--- src/rtl/ws2812_frame_ctl.sv ---
// ws2812_frame_ctl: serializes a frame of 24-bit pixels onto a WS2812 line, then holds a reset gap and pulses done
module ws2812_frame_ctl #(
  parameter int CNT_W = 8,
  parameter int RST_W = 16,
  parameter int NUM_W = 10
) (
  input  logic             clk_in,
  input  logic             rst_n_in,
  input  logic             start_in,
  input  logic [NUM_W-1:0] pixel_num_in,
  input  logic [CNT_W-1:0] t0h_in,
  input  logic [CNT_W-1:0] t1h_in,
  input  logic [CNT_W-1:0] tbit_in,
  input  logic [RST_W-1:0] trst_in,
  input  logic             data_valid_in,
  input  logic [23:0]      data_in,
  output logic             data_ready_out,
  output logic             bit_out,
  output logic             busy_out,
  output logic             done_out,
  output logic             underrun_out
);
  typedef enum logic [1:0] {IDLE, WAIT, SEND, GAP} state_t;
  state_t state, state_n;
  logic [NUM_W-1:0] num, rem, acc;
  logic [CNT_W-1:0] t0h, t1h, tbit, cnt, cnt_n, tbe;
  logic [RST_W-1:0] trst, gcnt, trst_e;
  logic [23:0] hold, shreg, sh_n;
  logic [4:0] bidx;
  logic hold_full, accept, start_ok, bit_last, pix_last, more, drain, gap_end, bit_n;
  assign tbe = (tbit < CNT_W'(2)) ? CNT_W'(2) : tbit;
  assign trst_e = (trst == '0) ? RST_W'(1) : trst;
  assign data_ready_out = busy_out & ~hold_full & (acc < num);
  assign accept = data_valid_in & data_ready_out;
  assign start_ok = (state == IDLE) & start_in;
  assign bit_last = (state == SEND) & (cnt == tbe - CNT_W'(1));
  assign pix_last = bit_last & (bidx == 5'd0);
  assign more = (rem - NUM_W'(1)) != '0;
  assign drain = ((state == WAIT) & hold_full) | (pix_last & more & hold_full);
  assign gap_end = (state == GAP) & (gcnt == trst_e - RST_W'(1));
  // State register; reset aborts any frame in progress
  always_ff @(posedge clk_in or negedge rst_n_in)
    if (!rst_n_in) state <= IDLE;
    else state <= state_n;
  // Next state plus the next shift/counter values that decide the registered line level
  always_comb begin
    state_n = state;
    unique case (state)
      IDLE: if (start_in) state_n = (pixel_num_in == '0) ? GAP : WAIT;
      WAIT: if (hold_full) state_n = SEND;
      SEND: if (pix_last) state_n = !more ? GAP : hold_full ? SEND : WAIT;
      GAP:  if (gap_end) state_n = IDLE;
    endcase
    cnt_n = (drain | bit_last | (state != SEND)) ? '0 : cnt + CNT_W'(1);
    sh_n = drain ? hold : bit_last ? {shreg[22:0], 1'b0} : shreg;
    bit_n = (state_n == SEND) & (cnt_n < (sh_n[23] ? t1h : t0h));
  end
  // Datapath: config latch, holding register, bit/pixel/gap counters and status flags
  always_ff @(posedge clk_in or negedge rst_n_in)
    if (!rst_n_in) begin
      {num, rem, acc} <= '0;
      {t0h, t1h, tbit, cnt} <= '0;
      {trst, gcnt} <= '0;
      {hold, shreg} <= '0;
      bidx <= '0;
      {hold_full, bit_out, busy_out, done_out, underrun_out} <= '0;
    end else begin
      if (start_ok) begin
        num <= pixel_num_in;
        t0h <= t0h_in;
        t1h <= t1h_in;
        tbit <= tbit_in;
        trst <= trst_in;
      end
      rem <= start_ok ? pixel_num_in : pix_last ? rem - NUM_W'(1) : rem;
      acc <= start_ok ? '0 : acc + NUM_W'(accept);
      hold <= accept ? data_in : hold;
      hold_full <= accept | (hold_full & ~drain);
      shreg <= sh_n;
      cnt <= cnt_n;
      bidx <= drain ? 5'd23 : bit_last ? bidx - 5'd1 : bidx;
      gcnt <= (state == GAP) ? gcnt + RST_W'(1) : '0;
      underrun_out <= start_ok ? 1'b0 : (pix_last & more & ~hold_full) | underrun_out;
      busy_out <= start_ok ? (pixel_num_in != '0) : gap_end ? 1'b0 : busy_out;
      done_out <= gap_end;
      bit_out <= bit_n;
    end
endmodule
--- config.mk ---
export PLATFORM = sky130hd
export DESIGN_NAME = ws2812_frame_ctl
export DESIGN_NICKNAME = d
export VERILOG_FILES = /design/src/rtl/ws2812_frame_ctl.sv
export SDC_FILE = /design/constraint.sdc
export NUM_CORES = 1
export LEC_CHECK = 0
export BUFFER_PORTS_ARGS = -buffer_cell sky130_fd_sc_hd__buf_2
export CAP_MARGIN = 20
export CORE_MARGIN = 3
export CORE_UTILIZATION = 35
export DETAILED_ROUTE_END_ITERATION = 8
export GPL_TIMING_DRIVEN = 0
export PLACE_DENSITY = 0.61
export SLEW_MARGIN = 20
export SYNTH_ARGS = -nofsm -noshare
export SYNTH_HDL_FRONTEND = slang
export SYNTH_SLANG_ARGS = --single-unit
--- constraint.sdc ---
create_clock -name clk_in -period 5.06 [get_ports clk_in]
set_input_delay 0.506 -clock clk_in [delete_from_list [all_inputs] [get_ports clk_in]]
set_output_delay 0.506 -clock clk_in [all_outputs]
set_load 0.05 [all_outputs]
# == Yosys cells after proc, flatten, opt, wreduce, memory -nomap -nowiden ==
# Index checks and enable logic that the tools add are counted.
# word_totals
wordCells,88
output_inout_bits,5
register_bits,154
input_bits,78
# op_classes
eq_ne,7
reduce_logical,9
n_mux,23
bitwise,20
n_addsub,7
n_lt_le_gt_ge,3
# op_table
cell,count
24-bit two-way mux,2
16-bit two-way mux,2
10-bit two-way mux,3
8-bit two-way mux,3
10-bit nonzero test,2
"16-bit by 1-bit adder with 16-bit output, second input constant",1
16-bit equality test,1
16-bit zero test,1
"16-bit by 1-bit subtractor with 16-bit output, second input constant",1
2-bit two-way mux,7
1-bit bitwise AND,13
10-bit by 1-bit adder with 10-bit output,1
10-bit zero test,1
10-bit less-than comparator,1
5-bit two-way mux,2
"10-bit by 1-bit subtractor with 10-bit output, second input constant",1
"8-bit by 1-bit adder with 8-bit output, second input constant",1
8-bit equality test,1
"8-bit by 2-bit less-than comparator with 1-bit output, second input constant",1
8-bit less-than comparator,1
2-bit one-hot mux with 4 select lines,1
"8-bit by 1-bit subtractor with 8-bit output, second input constant",1
"2-bit equality test, second input constant",3
2-bit nonzero test,3
other kinds (8),15

# == Logic depth before layout (Yosys ltp) ==
# Gate-level depths: netlist of the first run.
# depth
word_depth,14
mapped_depth,19

# == Worst setup path after synthesis of the first run ==
# OpenSTA, ideal clock, no wires.
# synth_path
path_kind,register -> register
from,register tbit[3]
to,register bit_out
slack_ns,0.802
setup_ns,0.087
arrival_time_ns,4.171
path_stages_with_launch,18
path_cell_list,dfrtp_1 > or4_4 > nor3_1 > nor2_1 > ha_1 > xnor2_1 > or4_1 > nor4_2 > nand3_1 > o21ai_1 > mux2_2 > buf_6 > mux2i_1 > ha_1 > a21oi_1 > o211ai_1 > mux2_4 > a211oi_2
# synth_between
elab_cells_between_ends,20
cone_classes,add/sub (1); order compare (2); eq/ne (2); mux (7); bitwise (8)
# synth_rtl
element,line,rtl
"start, declared",26,"logic [CNT_W-1:0] t0h, t1h, tbit, cnt, cnt_n, tbe;"
"start signal, assigned",72,tbit <= tbit_in;
8-bit by 2-bit less-than comparator with 1-bit output,31,assign tbe = (tbit < CNT_W'(2)) ? CNT_W'(2) : tbit;
8-bit two-way mux (*),31,
8-bit by 1-bit subtractor with 8-bit output (*),36,assign bit_last = (state == SEND) & (cnt == tbe - CNT_W'(1));
8-bit equality test (*),36,
1-bit bitwise AND (*),36,
1-bit bitwise AND,37,assign pix_last = bit_last & (bidx == 5'd0);
1-bit bitwise AND (2 in series),39,assign drain = ((state == WAIT) & hold_full) | (pix_last & more & hold_full);
1-bit bitwise OR,39,
24-bit two-way mux (*),55,"sh_n = drain ? hold : bit_last ? {shreg[22:0], 1'b0} : shreg;"
net sh_n[23],28,"logic [23:0] hold, shreg, sh_n;"
8-bit two-way mux (*),56,bit_n = (state_n == SEND) & (cnt_n < (sh_n[23] ? t1h : t0h));
8-bit less-than comparator (*),56,
1-bit bitwise AND (*),56,
net bit_n,30,"logic hold_full, accept, start_ok, bit_last, pix_last, more, drain, gap_end, bit_n;"
"end signal, assigned",86,bit_out <= bit_n;
"end, declared",18,"output logic bit_out,"
# Mark *: on every way through the listed nets, which the timed path passes. The rest lies on a longest branch. The select of a mux whose other input is x is not followed.
# A chain may end at the register's enable or synchronous reset.

# == Worst setup path after layout of the first run ==
# Ends and elaborated chain as after synthesis.

==> results of run 1 <==
per-stage QoR:
step | instance area, um^2 | power [mW] | worst slack (ns) | instances | utilization (%)
floorplan | 8000 | 3.40 | 0.802 | 841 | -
global placement | 8760 | 3.82 | 0.218 | 1203 | 39.5
detailed placement | 8810 | 3.88 | 0.186 | 1205 | 39.8
CTS | 9430 | 5.20 | 0.165 | 1237 | 42.6
global route | 9440 | 5.60 | 0.0415 | 1237 | 42.6
finish | 9440 | 5.18 | 0.273 | 1237 | 42.6
cell families after synthesis:
logic type,after synthesis
buffers and inverters,65
muxes,61
adders and majority gates,25
xor gates and xnor gates,55
AOI/OAI and AO/OA,121
DFF,154
and+or+nand+nor,360
cell type report:
class / instances / area, um^2 / area share [%]
Buffer: 39 / 166 / 1.76
Clock buffer: 17 / 425 / 4.51
Clock inverter: 15 / 194 / 2.05
Inverter: 26 / 97.6 / 1.03
Multi-Input combinational cell: 622 / 3900 / 41.3
Sequential cell: 154 / 3850 / 40.8
Tap cell: 280 / 350 / 3.71
Timing Repair Buffer: 84 / 455 / 4.82
synth_stat cells (all sizes together), types with 4 or more instances:
library cell	number	share of area, %
ha	25	3.9
nand4	12	0.94
a31oi	5	0.39
nor4	10	0.86
nor3	11	0.75
nor2b	4	0.31
nand2b	7	0.55
mux2	28	4.0
and3	7	0.55
nand3	27	1.7
nor2	53	2.5
a21oi	19	1.2
inv	26	1.2
xor2	30	3.3
or4	7	0.70
or3	11	0.92
and4	4	0.44
clkbuf	29	1.4
mux2i	33	4.1
o31ai	5	0.47
nor3b	4	0.38
xnor2	25	2.7
a21o	6	0.56
nand2	188	8.8
dfrtp	154	48
o211ai	8	0.75
buf	10	0.72
o21ai	53	3.3
per-layer routing:
metal  track usage (%)  vias to the layer above
li1                  -                     3118
met1              21.8                     2945
met2              25.3                      101
met3              3.60                       14
met4              3.88                        0
met5                 0                        -
power by group:
group          internal, mW  switching, mW  total [mW]
clock network         0.676          0.625        1.30
registers              1.71          0.371        2.09
logic                 0.808          0.983        1.79
worst paths after layout:
path	startpoint	slack, ns	depth (start not counted)	to
worst max-delay path	tbit[3]$_DFFE_PN0P_	0.27	17	bit_out$_DFF_PN0_
worst min-delay path	rst_n_in	0.003	1	trst[7]$_DFFE_PN0P_
worst max register to register	tbit[3]$_DFFE_PN0P_	0.27	17	bit_out$_DFF_PN0_
worst min register to register	hold[0]$_DFFE_PN0P_	0.47	2	shreg[0]$_DFFE_PN0P_
max in group asynchronous	rst_n_in	4.25	2	cnt[7]$_DFF_PN0_
min in group clk_in	trst_in[12]	0.26	3	trst[12]$_DFFE_PN0P_
timing repair:
| action | 4_1_cts | 5_1_grt |
|---|---|---|
| endpoints found under the hold margin | 0 | 0 |
| gates resized for setup | 0 | 2 |
| setup endpoints to repair | 0 | 1 |
sequential cells by signal, summed over array words and instances, names as in the netlist:
signal	count
hold	24
shreg	24
gcnt	16
trst	16
acc	10
num	10
rem	10
cnt	8
t0h	8
t1h	8
tbit	8
bidx	5
state	2
bit_out	1
busy_out	1
done_out	1
hold_full	1
underrun_out	1
==> metrics.txt, run 1 <==
status=complete, no violations; Post-synth ARST share=100%; Post-DRT Antenna Nets=0; Critical Path End Type=flip-flop; Post-Synth Adder-Cell Area=3.91%; Worst Setup Start Kind=flip-flop; cell mode on critical path=ha_1; post-synthesis cell type count=66; IO Count=83; width of the die=157 um; post-CTS setup buffer count=0; routed wl met3=708 um; global route overflow=0; Inserted Clock Buffers=17; clk root buf=clkbuf_16; vias in the first global route=6222; Worst Path Max Fanout=9; Clock transition at path regs=0.07 ns; Worst Clk Skew=0.0222 ns; H-Tree Depth=4; Yosys reg bits=154; share of cells above drive strength 1=16.6%; Cell Area, Synth=8000 um^2; residual DRC count=0; final setup vio count=0; # clock sinks=154; Syn Nets=944; met2 routed WL=8720 um; die height=157 um; Data arrival, critical path=5.12 ns; Top delay family on crit path=simple AND/OR/NAND/NOR gates; hold slack=0.00278 ns; Initial DRT Pass Iterations=4; Rows=54; nets=1047; Compound-Gate Fraction of Synth Area=9.49%; P_leak=4.53 nW; VDD IR-drop max=0.236 mV; Die Footprint=24700 um^2; syn_area_per_cell=9.51 um^2; Final GP Congestion=0.846; largest net degree at the start of global routing=89; main combinational cell family by area after synthesis=simple AND/OR/NAND/NOR gates; Tot GR Track Use=15.8%; synthesized instance count=841; Routed WL=18600 um; initial antenna violation count=0; Vias/cell=4.99; max-slew violations=0; area grow syn2layout=18.1%; CP Buf/Inv Count=1; register area share after synthesis=48.2%; Fill cells=2221; CP cell instances=or4_4 -> nor3_1 -> nor2_1 -> ha_1 -> xnor2_1 -> or4_1 -> nor4_4 -> nand3_1 -> o21ai_2 -> mux2_2 -> buf_6 -> mux2i_1 -> ha_1 -> a21oi_1 -> o211ai_1 -> mux2_4 -> a211oi_2; number of DRC markers in iteration 0=251; starting density of the core=36.1%; Tmin final=4.79 ns; Antenna diodes=0; maximum clock rate=209 MHz; Post-Route M1 WL=8960 um; mux contribution to synthesized area=8.12%; Worst EP required=5.39 ns; core area=22200 um^2; slowest CP cell=or4_4; XOR/XNOR Fraction of Synth Area=6.02%; Synth Flop Type=dfrtp_1; Max-cap violations=0; actual slew at the worst max-slew pin=0.787 ns; Worst-Skew Late Latency=0.44 ns; first-pass GRT wire length=31200 um; pwr dens=548 nW/um^2; number of flops mapped to enable cells by yosys=0; CTS Hold Bufs=0; fin crit share=94.6%; hpwl dp=13600 um; wire per inst=15.0 um; setup TNS=0 ns; CTS tree=yes; most frequent cells in the layout=188 x nand2_1, 154 x dfrtp_1, 85 x buf_2; RSZ-0062 raised after global routing=no; detailed-route via count=6178; uppermost layer routed=met4; WS Path Type=flip-flop to flip-flop; Hold Path Class=primary input to asynchronous set/reset pin; I/O Buffers=82; commonest non-fill, non-tap cell in the layout=nand2_1; final hold vios=0; Post-Synth Simple-Gate Area=21.0%; largest stage delay on the critical path=0.60 ns; Yosys warning count=0; slew margin rel.=47.1%; maximum root-to-sink buffer count=2
Power figures use the tool's default switching activity.
==> run 2: changes to the inputs <==
--- a/config.mk
+++ b/config.mk
@@ -7,11 +7,13 @@
 export LEC_CHECK = 0
 export BUFFER_PORTS_ARGS = -buffer_cell sky130_fd_sc_hd__buf_2
 export CAP_MARGIN = 20
+export CELL_PAD_IN_SITES_DETAIL_PLACEMENT = 1
+export CELL_PAD_IN_SITES_GLOBAL_PLACEMENT = 1
 export CORE_MARGIN = 3
 export CORE_UTILIZATION = 35
 export DETAILED_ROUTE_END_ITERATION = 8
 export GPL_TIMING_DRIVEN = 0
-export PLACE_DENSITY = 0.61
+export PLACE_DENSITY = 0.73
 export SLEW_MARGIN = 20
 export SYNTH_ARGS = -nofsm -noshare
 export SYNTH_HDL_FRONTEND = slang
==> run 2 against run 1 <==
Effect of this change: wire length is 14% higher; largest power group unchanged; highest routed layer unchanged; fmax is 0.38% higher; worst setup slack improved by 0.018 ns; combinational power is 3% higher; critical path type unchanged; largest cell class unchanged; global-route usage rose by 1.9 points; critical path depth unchanged; flip-flop and latch count did not move; clock power grew 4%; non-clock buffer count unchanged; total power is 2.3% higher; via count grew 4.2%.
==> metrics.txt, run 2 (same netlist as run 1, synthesis figures left out) <==
post_cts resized=0 (unchanged); final setup vio count=0 (unchanged); CTS tree=yes; Worst Clk Skew=0.0115 ns (-0.0107 ns); Flop pwr share=39.8% (-0.5 points); starting density of the core=36.1% (unchanged); Worst-Skew Late Latency=0.44 ns (about the same); final worst slack=0.291 ns (+0.0181 ns); Worst Setup Start Kind=flip-flop; Die Footprint=24700 um^2 (unchanged); Antenna diodes=0 (unchanged); Logic pwr share=34.8% (+0.2 points); Cell Int Power=3.25 mW (+1.6%); CP cell instances=or4_4 -> nor3_1 -> nor2_1 -> ha_1 -> xnor2_1 -> or4_1 -> nor4_4 -> nand3_1 -> o21ai_2 -> mux2_2 -> buf_6 -> mux2i_1 -> ha_1 -> a21oi_1 -> o211ai_1 -> mux2_4 -> a211oi_2; # clock sinks=154 (unchanged); Tot GR Track Use=17.7% (+1.9 points); Top delay family on crit path=simple AND/OR/NAND/NOR gates; fin crit share=94.3% (-0.36 points); Tmin final=4.77 ns (-0.0181 ns); most frequent cells in the layout=188 x nand2_1, 154 x dfrtp_1, 85 x buf_2; setup TNS=0 ns (unchanged); dpl cells=1205 (unchanged); Data arrival, critical path=5.12 ns (about the same); commonest non-fill, non-tap cell in the layout=nand2_1; hpwl dp=14900 um (+9.6%); largest net degree at the start of global routing=94 (+5.6%); fin area=9450 um^2 (+0.12%); max-slew violations=0 (unchanged); post-CTS setup buffer count=0 (unchanged); area grow syn2layout=18.2%; Routed WL=21100 um (+14%); residual DRC count=0 (unchanged); global route overflow=0 (unchanged); clock network power share=25.4% (+0.3 points); initial antenna violation count=0 (unchanged); I/O Buffers=82 (unchanged); number of DRC markers in iteration 0=253 (+0.80%); CP startpoint=tbit[3]$_DFFE_PN0P_; Critical Path End Type=flip-flop; Setup WS pre-CTS=0.125 ns (-0.0613 ns); slew margin rel.=47.1% (+0.055 points); core area=22200 um^2 (unchanged); Initial DRT Pass Iterations=4 (unchanged); status=complete, no violations; slowest CP cell=or4_4; final core utilization=42.7% (+0.051 points); DP Area=8810 um^2 (unchanged); hold slack=0.0115 ns (+0.00873 ns); non-filler instance count after layout=1237 (unchanged); Max-cap violations=0 (unchanged); first-pass GRT wire length=35100 um (+12%); Net Sw Frac=38.6% (+0.42 points); power after layout=5.30 mW (+2.3%); VDD IR-drop max=0.255 mV (+8.3%); Final GP Congestion=0.834 (-1.4%); P_leak=4.53 nW (about the same); actual slew at the worst max-slew pin=0.793 ns (+0.00643 ns); Hold Path Class=primary input to asynchronous set/reset pin; IO Count=83 (unchanged); Worst EP required=5.41 ns (+0.02 ns); Post-DRT Antenna Nets=0 (unchanged); width of the die=157 um (unchanged); detailed-route via count=6440 (+4.2%); Inserted Clock Buffers=17 (unchanged); final hold vios=0 (unchanged); H-Tree Depth=4 (unchanged); cell mode on critical path=ha_1; vias in the first global route=6822 (+9.6%); switching power=2.05 mW (+3.4%); maximum clock rate=210 MHz (+0.38%); die height=157 um (unchanged); clk root buf=clkbuf_16; Rows=54 (unchanged); Vias/cell=5.21 (+4.2%); wire per inst=17.1 um (+14%); largest stage delay on the critical path=0.60 ns (about the same); CTS Hold Bufs=0 (unchanged); Worst Path Max Fanout=9 (unchanged); CP Buf/Inv Count=1 (unchanged); maximum root-to-sink buffer count=2 (unchanged); WS Path Type=flip-flop to flip-flop; pwr dens=560 nW/um^2 (+2.2%); nets=1047 (unchanged); Largest regs=hold: 24 flops, shreg: 24 flops; share of cells above drive strength 1=16.7% (+0.10 points); FF-to-FF Start=tbit[3]$_DFFE_PN0P_; Clock transition at path regs=0.08 ns (about the same)
==> run 2: cell count changes in the layout (fill, tap and decap cells not counted), sizes merged <==
cell	previous run	this run
clkinv	8	5
bufinv	0	1
clkinvlp	0	1
inv	33	34
==> run 2: path summary, 6_finish.rpt <==
kind / end / cells after the start / slack, ns
max reg2reg: bit_out$_DFF_PN0_ / 17 / 0.29
max in group asynchronous: hold[5]$_DFFE_PN0P_ / 2 / 4.19
min in group clk_in: trst[13]$_DFFE_PN0P_ / 3 / 0.25
max: bit_out$_DFF_PN0_ / 17 / 0.29
min reg2reg: t0h[6]$_DFFE_PN0P_ / 2 / 0.48
min: trst[9]$_DFFE_PN0P_ / 1 / 0.01
==> run 2: routing by layer <==
layer  wire, um  vias up  GRT usage (%)
met1       9690     3234           22.8
met5          0        -              0
met3        685       15           3.27
li1           -     3099              -
met4        242        0           4.50
met2      10500       92           30.7
==> run 2: area by class of cell <==
type | count | area, um^2
flip-flops and latches | 154 | 3850
inverters | 26 | 97.6
plain buffers | 39 | 166
multi-input cells | 622 | 3910
repair buffers | 84 | 455
clock buffers | 17 | 425
clock inverters | 15 | 199
fillers | 2562 | 12700
well taps | 280 | 350
==> run 2: worst register-to-register path: cells and delay by family, from the launching register on <==
family | cells | cell delay [ns]
xor gates and xnor gates | 1 | 0.13
adders and majority gates | 2 | 0.58
muxes | 3 | 0.85
AOI/OAI and AO/OA | 4 | 0.78
DFF | 1 | 0.47
and+or+nand+nor | 6 | 1.72
buffers and inverters | 1 | 0.16
==> run 2: power by group through the flow <==
stage               clock network [mW]  logic [mW]  registers [mW]
detailed placement                   0        1.82            2.13
finish                            1.35        1.84            2.11
floorplan                            0        1.37            2.03
CTS                               1.37        1.85            2.11
global placement                     0        1.74            2.11
global route                      1.43        2.09            2.19
==> run 3: changes to the inputs <==
--- a/config.mk
+++ b/config.mk
@@ -13,7 +13,7 @@
 export CORE_UTILIZATION = 35
 export DETAILED_ROUTE_END_ITERATION = 8
 export GPL_TIMING_DRIVEN = 0
-export PLACE_DENSITY = 0.73
+export PLACE_DENSITY_LB_ADDON = 0.05
 export SLEW_MARGIN = 20
 export SYNTH_ARGS = -nofsm -noshare
 export SYNTH_HDL_FRONTEND = slang
==> run 3 against run 2 <==
Effect of this change: worst setup slack better by 0.062 ns; highest routed layer unchanged; flip-flop and latch count unchanged; wire length up 1.1%.
==> metrics.txt, run 3 (same netlist as run 1, synthesis figures left out) <==
CTS Hold Bufs=0 (unchanged); width of the die=157 um (unchanged); WS Path Type=flip-flop to flip-flop; setup TNS=0 ns (unchanged); switching power=2.03 mW (-0.85%); Inserted Clock Buffers=17 (unchanged); Die Footprint=24700 um^2 (unchanged); maximum root-to-sink buffer count=2 (unchanged); core area=22200 um^2 (unchanged); hold slack=0.0279 ns (+0.0164 ns); Antenna diodes=0 (unchanged); residual DRC count=0 (unchanged); actual slew at the worst max-slew pin=0.906 ns (+0.113 ns); maximum clock rate=212 MHz (+1.3%); P_leak=4.54 nW (+0.29%); final hold vios=0 (unchanged); CTS tree=yes; Logic pwr share=35.3% (+0.5 points); Tmin final=4.71 ns (-0.0617 ns); clock network power share=25.1% (-0.3 points); Worst Clk Skew=0.0168 ns (+0.00524 ns); slew margin rel.=39.6% (-7.5 points); Worst-Skew Late Latency=0.44 ns (about the same); nets=1050 (+0.29%); vias in the first global route=6784 (-0.56%); Net Sw Frac=38.4% (-0.27 points); detailed-route via count=6408 (-0.50%); IO Count=83 (unchanged); hpwl dp=15800 um (+6.0%); wire per inst=17.2 um (+0.88%); cells on worst reg2reg path=18 (+1); Setup WS pre-CTS=0.146 ns (+0.0209 ns); Initial DRT Pass Iterations=4 (unchanged); starting density of the core=36.1% (unchanged); status=complete, no violations; Largest regs=hold: 24 flops, shreg: 24 flops; Routed WL=21400 um (+1.1%); commonest non-fill, non-tap cell in the layout=nand2_1; Tot GR Track Use=17.9% (+0.21 points); Critical Path End Type=flip-flop; final setup vio count=0 (unchanged); I/O Buffers=82 (unchanged); RSZ-0062 raised after global routing=no; number of DRC markers in iteration 0=256 (+1.2%); pwr dens=559 nW/um^2 (-0.28%); VDD IR-drop max=0.179 mV (-30%); most frequent cells in the layout=188 x nand2_1, 154 x dfrtp_1, 85 x buf_2; initial antenna violation count=0 (unchanged); final worst slack=0.352 ns (+0.0617 ns); Post-DRT Antenna Nets=0 (unchanged); Final GP Congestion=0.809 (-3.1%); share of cells above drive strength 1=17.0% (+0.26 points); fin crit share=93.0% (-1.2 points); Vias/cell=5.17 (-0.74%); Hold Path Class=primary input to asynchronous set/reset pin; die height=157 um (unchanged); Cell Int Power=3.26 mW (+0.30%); Flop pwr share=39.6% (-0.2 points); Data arrival, critical path=5.05 ns (-0.07 ns); clk root buf=clkbuf_16; Worst EP required=5.40 ns (about the same); H-Tree Depth=4 (unchanged); global route overflow=0 (unchanged); area grow syn2layout=18.3%; max-slew violations=0 (unchanged); first-pass GRT wire length=35300 um (+0.61%); # clock sinks=154 (unchanged); largest net degree at the start of global routing=83 (-12%); Worst Setup Start Kind=flip-flop; Max-cap violations=0 (unchanged); Rows=54 (unchanged); Worst Path Max Fanout=9 (unchanged); Clock transition at path regs=0.08 ns (about the same)
==> run 3: routing by layer <==
layer / GRT usage [%] / part of all wire [%] / wire [um] / up-vias
met1: 24.6 / 48 / 10200 / 3208
met5: 0 / 0 / 0 / -
met3: 3.27 / 3.0 / 636 / 11
met2: 29.5 / 48 / 10300 / 75
li1: - / - / - / 3114
met4: 4.13 / 0.92 / 196 / 0
==> run 3: final timing paths <==
| check | startpoint | to | slack (ns) |
|---|---|---|---|
| setup / recovery | tbit[3]$_DFFE_PN0P_ | bit_out$_DFF_PN0_ | 0.35 |
| hold reg to reg | hold[0]$_DFFE_PN0P_ | shreg[0]$_DFFE_PN0P_ | 0.48 |
| min in group clk_in | tbit_in[6] | tbit[6]$_DFFE_PN0P_ | 0.25 |
| setup reg to reg | tbit[3]$_DFFE_PN0P_ | bit_out$_DFF_PN0_ | 0.35 |
| hold / removal | rst_n_in | trst[3]$_DFFE_PN0P_ | 0.03 |
| max in group asynchronous | rst_n_in | hold[3]$_DFFE_PN0P_ | 4.18 |
==> run 3: cell type report <==
cell class / count / area, um^2
Buffer: 39 / 166
Clock buffer: 17 / 425
Clock inverter: 15 / 191
Fill cell: 2571 / 12700
Inverter: 26 / 97.6
Multi-Input combinational cell: 622 / 3900
Sequential cell: 154 / 3850
Tap cell: 280 / 350
Timing Repair Buffer: 87 / 478
==> run 3: worst max-delay path: stages, from the launching register on <==
cell and delay, ns:
dfrtp_1 0.46, or4_4 0.60, nor3_1 0.15, nor2_1 0.06, ha_1 0.30, xnor2_1 0.13
or4_1 0.46, nor4_4 0.29, buf_4 0.16, nand2_1 0.06, mux2_1 0.31, mux2_2 0.27
buf_6 0.16, mux2i_1 0.13, ha_1 0.31, a21oi_2 0.19, o211ai_1 0.11, mux2_4 0.29
a211oi_2 0.19
==> run 3: repair_timing <==
item,4_1_cts,5_1_grt
setup buffers,0,3
endpoints found under the setup margin,0,1
resized for setup,0,3
==> run 3: through the flow <==
step	instances	utilization (%)	area (um^2)	power, mW
after floorplan	841	-	8000	3.40
after global placement	1203	39.5	8760	3.87
after detailed placement	1205	39.8	8810	3.96
after CTS	1237	42.5	9430	5.32
after global routing	1240	42.7	9470	5.73
final	1240	42.7	9470	5.29
==> run 3: power groups by stage <==
stage / combinational (mW) / clock [mW] / sequential (mW)
finish: 1.87 / 1.33 / 2.10
detailed placement: 1.84 / 0 / 2.12
CTS: 1.85 / 1.36 / 2.10
floorplan: 1.37 / 0 / 2.03
global placement: 1.77 / 0 / 2.10
global route: 2.13 / 1.43 / 2.18
